## src/rtl/ram_access_arbiter.sv

```systemverilog
// ram_access_arbiter
//
// Shares a single-port 256x8 command-driven RAM between two requesters.
// Each accepted read or write is turned into a short sequence of 10-bit RAM
// commands: 00 = set write addr, 01 = write data, 10 = set read addr,
// 11 = read. The result is returned to the requesting port as a one-cycle
// response pulse. A read that gets no data back within TIMEOUT wait cycles
// completes with rdata = 8'hFF and an error flag.
//
// Parameters:
//   TIMEOUT        cycles allowed in RD_WAIT without ram_tx_valid (>= 1)
//   FIXED_PRIORITY 0 = round-robin between ports, 1 = port 0 wins every tie
//
// Ports:
//   clk, rst_n                     clock, asynchronous active-low reset
//   reqN_valid/ready               request handshake for port N (0/1)
//   reqN_wr/addr/wdata             request type, RAM address, write data
//   rsp0_valid, rsp1_valid         one-cycle response pulse per port
//   rsp_rdata, rsp_err             response payload, held until next response
//   ram_din, ram_rx_valid          command word and strobe to the RAM
//   ram_dout, ram_tx_valid         read data and its valid from the RAM
//   busy                           high whenever a transaction is in flight
module ram_access_arbiter #(
    parameter int TIMEOUT        = 4,
    parameter bit FIXED_PRIORITY = 1'b0
) (
    input  logic       clk,
    input  logic       rst_n,
    input  logic       req0_valid,
    output logic       req0_ready,
    input  logic       req0_wr,
    input  logic [7:0] req0_addr,
    input  logic [7:0] req0_wdata,
    input  logic       req1_valid,
    output logic       req1_ready,
    input  logic       req1_wr,
    input  logic [7:0] req1_addr,
    input  logic [7:0] req1_wdata,
    output logic       rsp0_valid,
    output logic       rsp1_valid,
    output logic [7:0] rsp_rdata,
    output logic       rsp_err,
    output logic [9:0] ram_din,
    output logic       ram_rx_valid,
    input  logic [7:0] ram_dout,
    input  logic       ram_tx_valid,
    output logic       busy
);

    localparam int CW = (TIMEOUT > 1) ? $clog2(TIMEOUT) : 1;
    localparam logic [CW-1:0] CNT_LAST = CW'(TIMEOUT - 1);

    typedef enum logic [2:0] {
        IDLE    = 3'd0,
        WR_ADDR = 3'd1,
        WR_DATA = 3'd2,
        RD_ADDR = 3'd3,
        RD_CMD  = 3'd4,
        RD_WAIT = 3'd5
    } state_t;

    state_t        state_q;
    logic          last_grant_q;
    logic          id_q;
    logic          wr_q;
    logic [7:0]    addr_q;
    logic [7:0]    wdata_q;
    logic [CW-1:0] cnt_q;
    logic          rsp0_valid_q;
    logic          rsp1_valid_q;
    logic [7:0]    rsp_rdata_q;
    logic          rsp_err_q;

    // Winner of the current arbitration round and its request fields.
    logic       grant_any_d;
    logic       grant_id_d;
    logic       req_wr_d;
    logic [7:0] req_addr_d;
    logic [7:0] req_wdata_d;

    always_comb begin
        grant_any_d = req0_valid | req1_valid;
        if (req0_valid && req1_valid) begin
            // Round-robin: the port that did not win last time goes next.
            grant_id_d = FIXED_PRIORITY ? 1'b0 : ~last_grant_q;
        end else begin
            grant_id_d = req1_valid;
        end
        req_wr_d    = grant_id_d ? req1_wr    : req0_wr;
        req_addr_d  = grant_id_d ? req1_addr  : req0_addr;
        req_wdata_d = grant_id_d ? req1_wdata : req0_wdata;
    end

    assign req0_ready = (state_q == IDLE) && req0_valid && !grant_id_d;
    assign req1_ready = (state_q == IDLE) && req1_valid &&  grant_id_d;

    always_ff @(posedge clk or negedge rst_n) begin
        if (!rst_n) begin
            state_q      <= IDLE;
            last_grant_q <= 1'b1;
            id_q         <= 1'b0;
            wr_q         <= 1'b0;
            addr_q       <= 8'h00;
            wdata_q      <= 8'h00;
            cnt_q        <= '0;
            rsp0_valid_q <= 1'b0;
            rsp1_valid_q <= 1'b0;
            rsp_rdata_q  <= 8'h00;
            rsp_err_q    <= 1'b0;
        end else begin
            rsp0_valid_q <= 1'b0;
            rsp1_valid_q <= 1'b0;
            case (state_q)
                IDLE: begin
                    if (grant_any_d) begin
                        id_q         <= grant_id_d;
                        wr_q         <= req_wr_d;
                        addr_q       <= req_addr_d;
                        wdata_q      <= req_wdata_d;
                        last_grant_q <= grant_id_d;
                        state_q      <= req_wr_d ? WR_ADDR : RD_ADDR;
                    end
                end
                WR_ADDR: state_q <= WR_DATA;
                WR_DATA: begin
                    rsp0_valid_q <= ~id_q;
                    rsp1_valid_q <= id_q;
                    rsp_rdata_q  <= 8'h00;
                    rsp_err_q    <= 1'b0;
                    state_q      <= IDLE;
                end
                RD_ADDR: state_q <= RD_CMD;
                RD_CMD: begin
                    cnt_q   <= '0;
                    state_q <= RD_WAIT;
                end
                RD_WAIT: begin
                    // Data arriving on the expiry cycle still counts as a hit.
                    if (ram_tx_valid) begin
                        rsp0_valid_q <= ~id_q;
                        rsp1_valid_q <= id_q;
                        rsp_rdata_q  <= ram_dout;
                        rsp_err_q    <= 1'b0;
                        state_q      <= IDLE;
                    end else if (cnt_q == CNT_LAST) begin
                        rsp0_valid_q <= ~id_q;
                        rsp1_valid_q <= id_q;
                        rsp_rdata_q  <= 8'hFF;
                        rsp_err_q    <= 1'b1;
                        state_q      <= IDLE;
                    end else begin
                        cnt_q <= cnt_q + CW'(1);
                    end
                end
                default: state_q <= IDLE;
            endcase
        end
    end

    // RAM command word is decoded straight from the state register, so it
    // follows the state (and an asynchronous reset) without extra delay.
    always_comb begin
        ram_din      = 10'h000;
        ram_rx_valid = 1'b0;
        case (state_q)
            WR_ADDR: begin
                ram_din      = {2'b00, addr_q};
                ram_rx_valid = 1'b1;
            end
            WR_DATA: begin
                ram_din      = {2'b01, wdata_q};
                ram_rx_valid = 1'b1;
            end
            RD_ADDR: begin
                ram_din      = {2'b10, addr_q};
                ram_rx_valid = 1'b1;
            end
            RD_CMD: begin
                ram_din      = {2'b11, 8'h00};
                ram_rx_valid = 1'b1;
            end
            default: begin
                ram_din      = 10'h000;
                ram_rx_valid = 1'b0;
            end
        endcase
    end

    assign busy       = (state_q != IDLE);
    assign rsp0_valid = rsp0_valid_q;
    assign rsp1_valid = rsp1_valid_q;
    assign rsp_rdata  = rsp_rdata_q;
    assign rsp_err    = rsp_err_q;

    // wr_q is kept for visibility of the accepted request; the state encodes it.
    logic unused_wr;
    assign unused_wr = wr_q;

endmodule

```

## config.mk

```make
export PLATFORM = sky130hd
export DESIGN_NAME = ram_access_arbiter
export DESIGN_NICKNAME = d
export VERILOG_FILES = /design/src/rtl/ram_access_arbiter.sv
export SDC_FILE = /design/constraint.sdc
export NUM_CORES = 1
export LEC_CHECK = 0
export CORE_ASPECT_RATIO = 1.75
export CORE_MARGIN = 8
export CORE_UTILIZATION = 35
export CTS_CLUSTER_SIZE = 24
export DETAILED_ROUTE_END_ITERATION = 8
export GPL_ROUTABILITY_DRIVEN = 0
export PLACE_DENSITY = 0.69
export SLEW_MARGIN = 20
export SYNTH_ARGS = -nofsm -noshare
export SYNTH_HDL_FRONTEND = slang
export SYNTH_SLANG_ARGS = --single-unit
```

## constraint.sdc

```tcl
create_clock -name clk -period 1.85 [get_ports clk]
set_input_delay 0.555 -clock clk [delete_from_list [all_inputs] [get_ports clk]]
set_output_delay 0.555 -clock clk [all_outputs]
set_load 0.005 [all_outputs]
```

# Word-level counts from Yosys, hierarchy flattened
# Index checks and enable logic that the tools add are counted.
classes:
  addsub: 1
  eq_ne: 10
  mux: 26
  n_bitwise: 3
  reduce_logical: 15
ops:
  columns: ["cell", "n"]
  rows:
  - ["case mux 10 bit (4 select lines)", 1]
  - ["2-to-1 mux 8 bit", 4]
  - ["case mux 8 bit (2 select lines)", 1]
  - ["case mux 3 bit (5 select lines)", 1]
  - ["2-to-1 mux 1 bit", 9]
  - ["2-to-1 mux 3 bit", 3]
  - ["== test 3 x 2 -> 1 bit, second input constant", 2]
  - ["== test 3 bit, second input constant", 2]
  - ["2-to-1 mux 2 bit", 3]
  - ["inequality test 2 bit, second input constant", 3]
  - ["case mux 1 bit (2 select lines)", 3]
  - ["AND reduction 2 bit", 3]
  - ["logical AND 1 bit", 5]
  - ["case mux 2 bit (2 select lines)", 1]
  - ["nonzero test 2 bit", 2]
  - ["OR reduction 4 bit", 1]
  - ["== test 3 x 1 -> 1 bit, second input constant", 1]
  - ["zero test 3 bit", 1]
  - ["inequality test 3 bit, second input constant", 1]
  - ["AND reduction 3 bit", 1]
  - ["nonzero test 3 bit", 1]
  - ["adder 2 x 1 -> 2 bit, second input constant", 1]
  - ["== test 2 bit, second input constant", 1]
  - ["NOT 1 bit", 2]
  - ["2 further kinds", 2]
word_totals:
  ff_bits: 34
  input_bits: 47
  out_inout_bits: 25
  word_cells: 65

# Depth between registers and ports, before layout
logic_depth:
  ltp_word: 6
  ltp_mapped: 6
  depth_no_buf: 4

# Worst setup path after synthesis
# Ideal clock, no wire load.
synth_timing:
  path_kind: "input port to output port"
  startpoint: "input port req1_valid"
  endpoint: "output port req0_ready"
  arrival_time_ps: 1263
  required_time_ps: 1295
  slack_ps: 32
  path_stages: 5
  n_path_buf: 2
  path_cell_list: "a21bo_1 clkbuf_2 nand3_2 buf_2 inv_2"
synth_between:
  elab_chain_len: 4
synth_rtl:
  columns: ["item", "line", "text"]
  rows:
  - ["from (decl)", "34", "input logic req1_valid,"]
  - ["logical AND 1 bit", "83", "if (req0_valid && req1_valid) begin"]
  - ["2-to-1 mux 1 bit (*)", "83", null]
  - ["zero test 1 bit (*)", "94", "assign req0_ready = (state_q == IDLE) && req0_valid && !grant_id_d;"]
  - ["logical AND 1 bit (*)", "94", null]
  - ["to (decl)", "30", "output logic req0_ready,"]
# Every way passes the cells marked *; elsewhere a longest branch is shown, timed or not.

# Worst setup path in the final report
layout_timing:
  startpoint: "register state_q[1]"
  endpoint: "output port req0_ready"
layout_between:
  elab_chain_len: 3
layout_rtl:
  columns: ["item", "line", "text"]
  rows:
  - ["from (decl)", "62", "state_t state_q;"]
  - ["from (signal assigned)", "121", "state_q <= req_wr_d ? WR_ADDR : RD_ADDR;"]
  - ["zero test 3 bit", "94", null]
  - ["logical AND 1 bit (2 in series)", "94", null]
# Every way passes these cells.

==> summary.txt <==
===============================================================================
Worst Clk Skew ...................................................   0.00797 ns
Num ports ........................................................           72
Placed wire-length estimate after detailed placement .............      4060 um
Number of synthesized flops with an enable pin ...................            0
Bufs on Longest Clock Path .......................................            2
Max-capacitance violation count ..................................            0
Total routing resource utilization after global routing ..........        0.151
Slack of the worst reg-to-reg path ...............................      0.08 ns
Proportion of synthesized chip area in sequential cells ..........        0.483
Share of cells above drive strength 1 ............................        0.383
Slowest Stage Delay on Critical Path .............................      0.44 ns
Top cells by area, synth ......................................... sky130_fd_sc_hd__dfrtp_1 (47%), sky130_fd_sc_hd__o221a_2 (10%), sky130_fd_sc_hd__or3_1 (5.7%)
FMAX .............................................................      513 MHz
Count of inserted antenna diode cells ............................            0
Summed area of non-filler cells in the final layout ..............    2980 um^2
Relative slew slack ..............................................        0.751
Crit path required time ..........................................      1.29 ns
Critical-path top delay cell ..................................... sky130_fd_sc_hd__dfrtp_2
Distinct cell type count of the synthesized netlist ..............           40
Area leader, netlist ............................................. sky130_fd_sc_hd__dfrtp_1
Placed standard-cell area ........................................    2650 um^2
Pins Over Slew Limit .............................................            0
HP Start ......................................................... id_q$_DFFE_PN0P_
Initial Util .....................................................        0.358
Number of global-route vias before repair ........................         1974
Highest fanout seen on the critical path .........................            4
Number of flip-flops and latches in the synthesized netlist ......           34
Utilization of the core after routing ............................        0.603
Clock tree from TritonCTS ........................................        built
Share of Yosys cell area claimed by the top area cell type .......        0.468
Synthesis Warnings ...............................................            0
Max IR drop VDD ..................................................      1.07 mV
Final-report setup violation count ...............................           12
Static Leak ......................................................      1.30 nW
Worst reg2reg path endpoint ...................................... state_q[2]$_DFFE_PN0P_
Number of nets in the layout .....................................          324
Commonest register cell after synthesis .......................... sky130_fd_sc_hd__dfrtp_1
Cell seen most often among critical-path stages .................. sky130_fd_sc_hd__buf_6
Actual slew at the worst max-slew pin ............................     0.372 ns
Most repeated cell in the gate-level netlist after synthesis ..... sky130_fd_sc_hd__dfrtp_1
Worst setup EP type ..............................................   output pin
Global-route wire length before repair ...........................      9500 um
R2r startpoint ................................................... state_q[1]$_DFFE_PN0P_
Data arrival, critical path ......................................      1.40 ns
Min-delay worst type ............................................. flip-flop to flip-flop
Via count ........................................................         1753
Final std cells w/o fill .........................................          331
Total nets after synthesis .......................................          219
Clock transition at the registers of the reported paths ..........      0.07 ns
Site row count ...................................................           34
Synthesized instance count .......................................          171
CTS H-tree lvls ..................................................            2
P_sw .............................................................      1.71 mW
Top cell family by delay on the critical path ....................   flip-flops
Final wirelength .................................................      5680 um
Clock network fraction of design power ...........................        0.118
Clock period minus final worst setup slack .......................      1.95 ns
DIE AREA .........................................................    7660 um^2
Sequential share of power ........................................        0.286
Cell area after synthesis ........................................    1760 um^2
Average cell area after synthesis ................................    10.3 um^2
CTS buffer count .................................................            5
Overflow left after global routing ...............................            0
DRC viols ........................................................            0
Critical path type ............................................... flip-flop to output pin
Post-place setup slack ...........................................    -0.665 ns
Element type at the critical path start ..........................    flip-flop
Total count of hold-check failures in the final report ...........            0
Sw Ratio .........................................................        0.359
Clock network latency to the later pin of the worst-skew pair ....      0.29 ns
Logic depth of the worst register-to-register path ...............           12
Area of the core .................................................    4930 um^2
Violations in the final reports .................................. negative setup slack
Min setup slack post-route .......................................    -0.101 ns
Share of the cycle needed by the critical path after routing .....         1.05
Power density over the cells ..................................... 1600 nW/um^2
Sink of the worst hold path ...................................... rsp0_valid$_DFF_PN0_
Setup repair after global routing missed its margin ..............         true
Synth-to-layout area growth ......................................        68.7%
Antenna Violating Nets Remaining .................................            0
DP Cell Count ....................................................          304
CTS root buffer .................................................. sky130_fd_sc_hd__clkbuf_8
Total iterations of the first detailed-routing run ...............            4
PortBufs .........................................................           71
Outcome .......................................................... finished with violations
Combinational cell fraction of total power .......................        0.595
Sink count of the clock tree .....................................           34
Cells traversed along the worst timing path ...................... nor3_4 > buf_6 > buf_6 > nand3_4 > inv_2 > buf_6
Average via count per standard cell ..............................         5.30
WP buf/inv .......................................................            4
Post-layout total power ..........................................      4.77 mW
Largest net degree at the start of global routing ................           35
Die width ........................................................      69.7 um
Cell internal power dissipation ..................................      3.06 mW
Number of DRC markers after the initial detailed-route iteration .           57
Fraction of registers with async set or reset after synthesis ....         1.00
Vertical extent of the die .......................................       110 um
Hold depth .......................................................            1
Antenna violations before repair .................................            0
Most frequent cells after synthesis .............................. sky130_fd_sc_hd__dfrtp_1 (33), sky130_fd_sc_hd__o221a_2 (16), sky130_fd_sc_hd__or3_1 (16)
Final routed wire length divided by cell count ...................      17.1 um
===============================================================================
==> power by group through the flow <==
stage / sequential, mW / clock, mW / combinational, mW
CTS: 1.37 / 0.580 / 2.85
finish: 1.37 / 0.565 / 2.84
global route: 1.41 / 0.605 / 3.11
global placement: 1.32 / 0 / 2.38
floorplan: 1.27 / 0 / 1.30
detailed placement: 1.33 / 0 / 2.43
==> kinds of logic (layout without fill, tap and decap cells) <==
kind of cell,count (synthesis),after routing,share of synthesized area
AO/OA/AOI/OAI,46,46,0.211
adder cells (fa/ha/maj),1,1,0.00709
buffers and inverters,20,126,0.0574
flip-flops,34,34,0.483
multiplexers,1,1,0.00567
AND/OR/NAND/NOR,69,69,0.236
==> flip-flops by register name, summed over array words and instances, names as in the netlist <==
| register | count |
|---|---|
| rsp_rdata | 8 |
| id_q | 1 |
| wdata_q | 8 |
| last_grant_q | 1 |
| state_q | 3 |
| rsp1_valid | 1 |
| rsp_err | 1 |
| cnt_q | 2 |
| rsp0_valid | 1 |
| addr_q | 8 |
==> layout make-up <==
class,count,area [um^2]
clock buffer,7,86.3
clock inverter,1,5.00
fill,413,1960
inverter,3,11.3
multi-input combinational,117,891
sequential,34,856
tap,54,67.6
timing repair buffer,115,1060
==> what timing repair did <==
action                                  in CTS  in global routing
setup buffers                               18                  3
cloned                                       1                  0
resized for setup                           91                  6
hold buffers                                 0                  0
pin swaps                                   12                  6
endpoints found under the setup margin      14                 15
==> layout by cell type (no fill, tap or decap), types with 2 or more instances in the layout <==
cell / n
sky130_fd_sc_hd__clkdlybuf4s50_1: 55
sky130_fd_sc_hd__buf_4: 31
sky130_fd_sc_hd__dfrtp_1: 30
sky130_fd_sc_hd__or3_1: 16
sky130_fd_sc_hd__o221a_2: 16
sky130_fd_sc_hd__buf_6: 13
sky130_fd_sc_hd__buf_2: 12
sky130_fd_sc_hd__nor2_1: 11
sky130_fd_sc_hd__nand2_1: 11
sky130_fd_sc_hd__a21oi_1: 10
sky130_fd_sc_hd__a22oi_2: 8
sky130_fd_sc_hd__and4b_1: 8
sky130_fd_sc_hd__clkbuf_8: 6
sky130_fd_sc_hd__nand3_1: 5
sky130_fd_sc_hd__dfrtp_2: 3
sky130_fd_sc_hd__inv_2: 2
sky130_fd_sc_hd__o21ai_1: 2
sky130_fd_sc_hd__nand2b_1: 2
sky130_fd_sc_hd__nor2_2: 2
sky130_fd_sc_hd__a31oi_1: 2
sky130_fd_sc_hd__dlygate4sd2_1: 2
==> worst max-delay path by stage <==
stage | depth (start not counted) | slack [ns] | end | from
4_1_cts | 6 | -0.13 | req0_ready | state_q[0]$_DFFE_PN0P_
5_1_grt | 6 | -0.17 | req0_ready | state_q[1]$_DFFE_PN0P_
6_report | 6 | -0.10 | req0_ready | state_q[1]$_DFFE_PN0P_
3_3_place_gp | 4 | -0.65 | req1_ready | req1_valid
2_1_floorplan | 5 | 0.03 | req0_ready | req1_valid
3_5_place_dp | 5 | -0.67 | req0_ready | req1_valid
==> routing by layer <==
layer | GRT usage | routed length, um
met3 | 0.0343 | 275
met1 | 0.157 | 2120
met4 | 0.0823 | 184
met5 | 0 | 0
met2 | 0.277 | 3100
==> worst register-to-register path: stages (launching register included) <==
cell and delay [ns]:
sky130_fd_sc_hd__dfrtp_2 0.41, sky130_fd_sc_hd__buf_6 0.12, sky130_fd_sc_hd__buf_6 0.09, sky130_fd_sc_hd__buf_6 0.09, sky130_fd_sc_hd__nand3b_1 0.10, sky130_fd_sc_hd__buf_4 0.15
sky130_fd_sc_hd__buf_4 0.12, sky130_fd_sc_hd__buf_4 0.12, sky130_fd_sc_hd__buf_4 0.12, sky130_fd_sc_hd__buf_4 0.12, sky130_fd_sc_hd__buf_4 0.12, sky130_fd_sc_hd__buf_4 0.13
sky130_fd_sc_hd__nand2_2 0.04
==> per-stage QoR <==
step	setup TNS, ns	hold slack [ns]
3_3_place_gp	-6.75	0.444
6_report	-0.556	0.450
5_1_grt	-1.39	0.493
3_5_place_dp	-7.00	0.452
2_1_floorplan	0	0.259
4_1_cts	-0.850	0.457
Power figures use the tool's default switching activity.
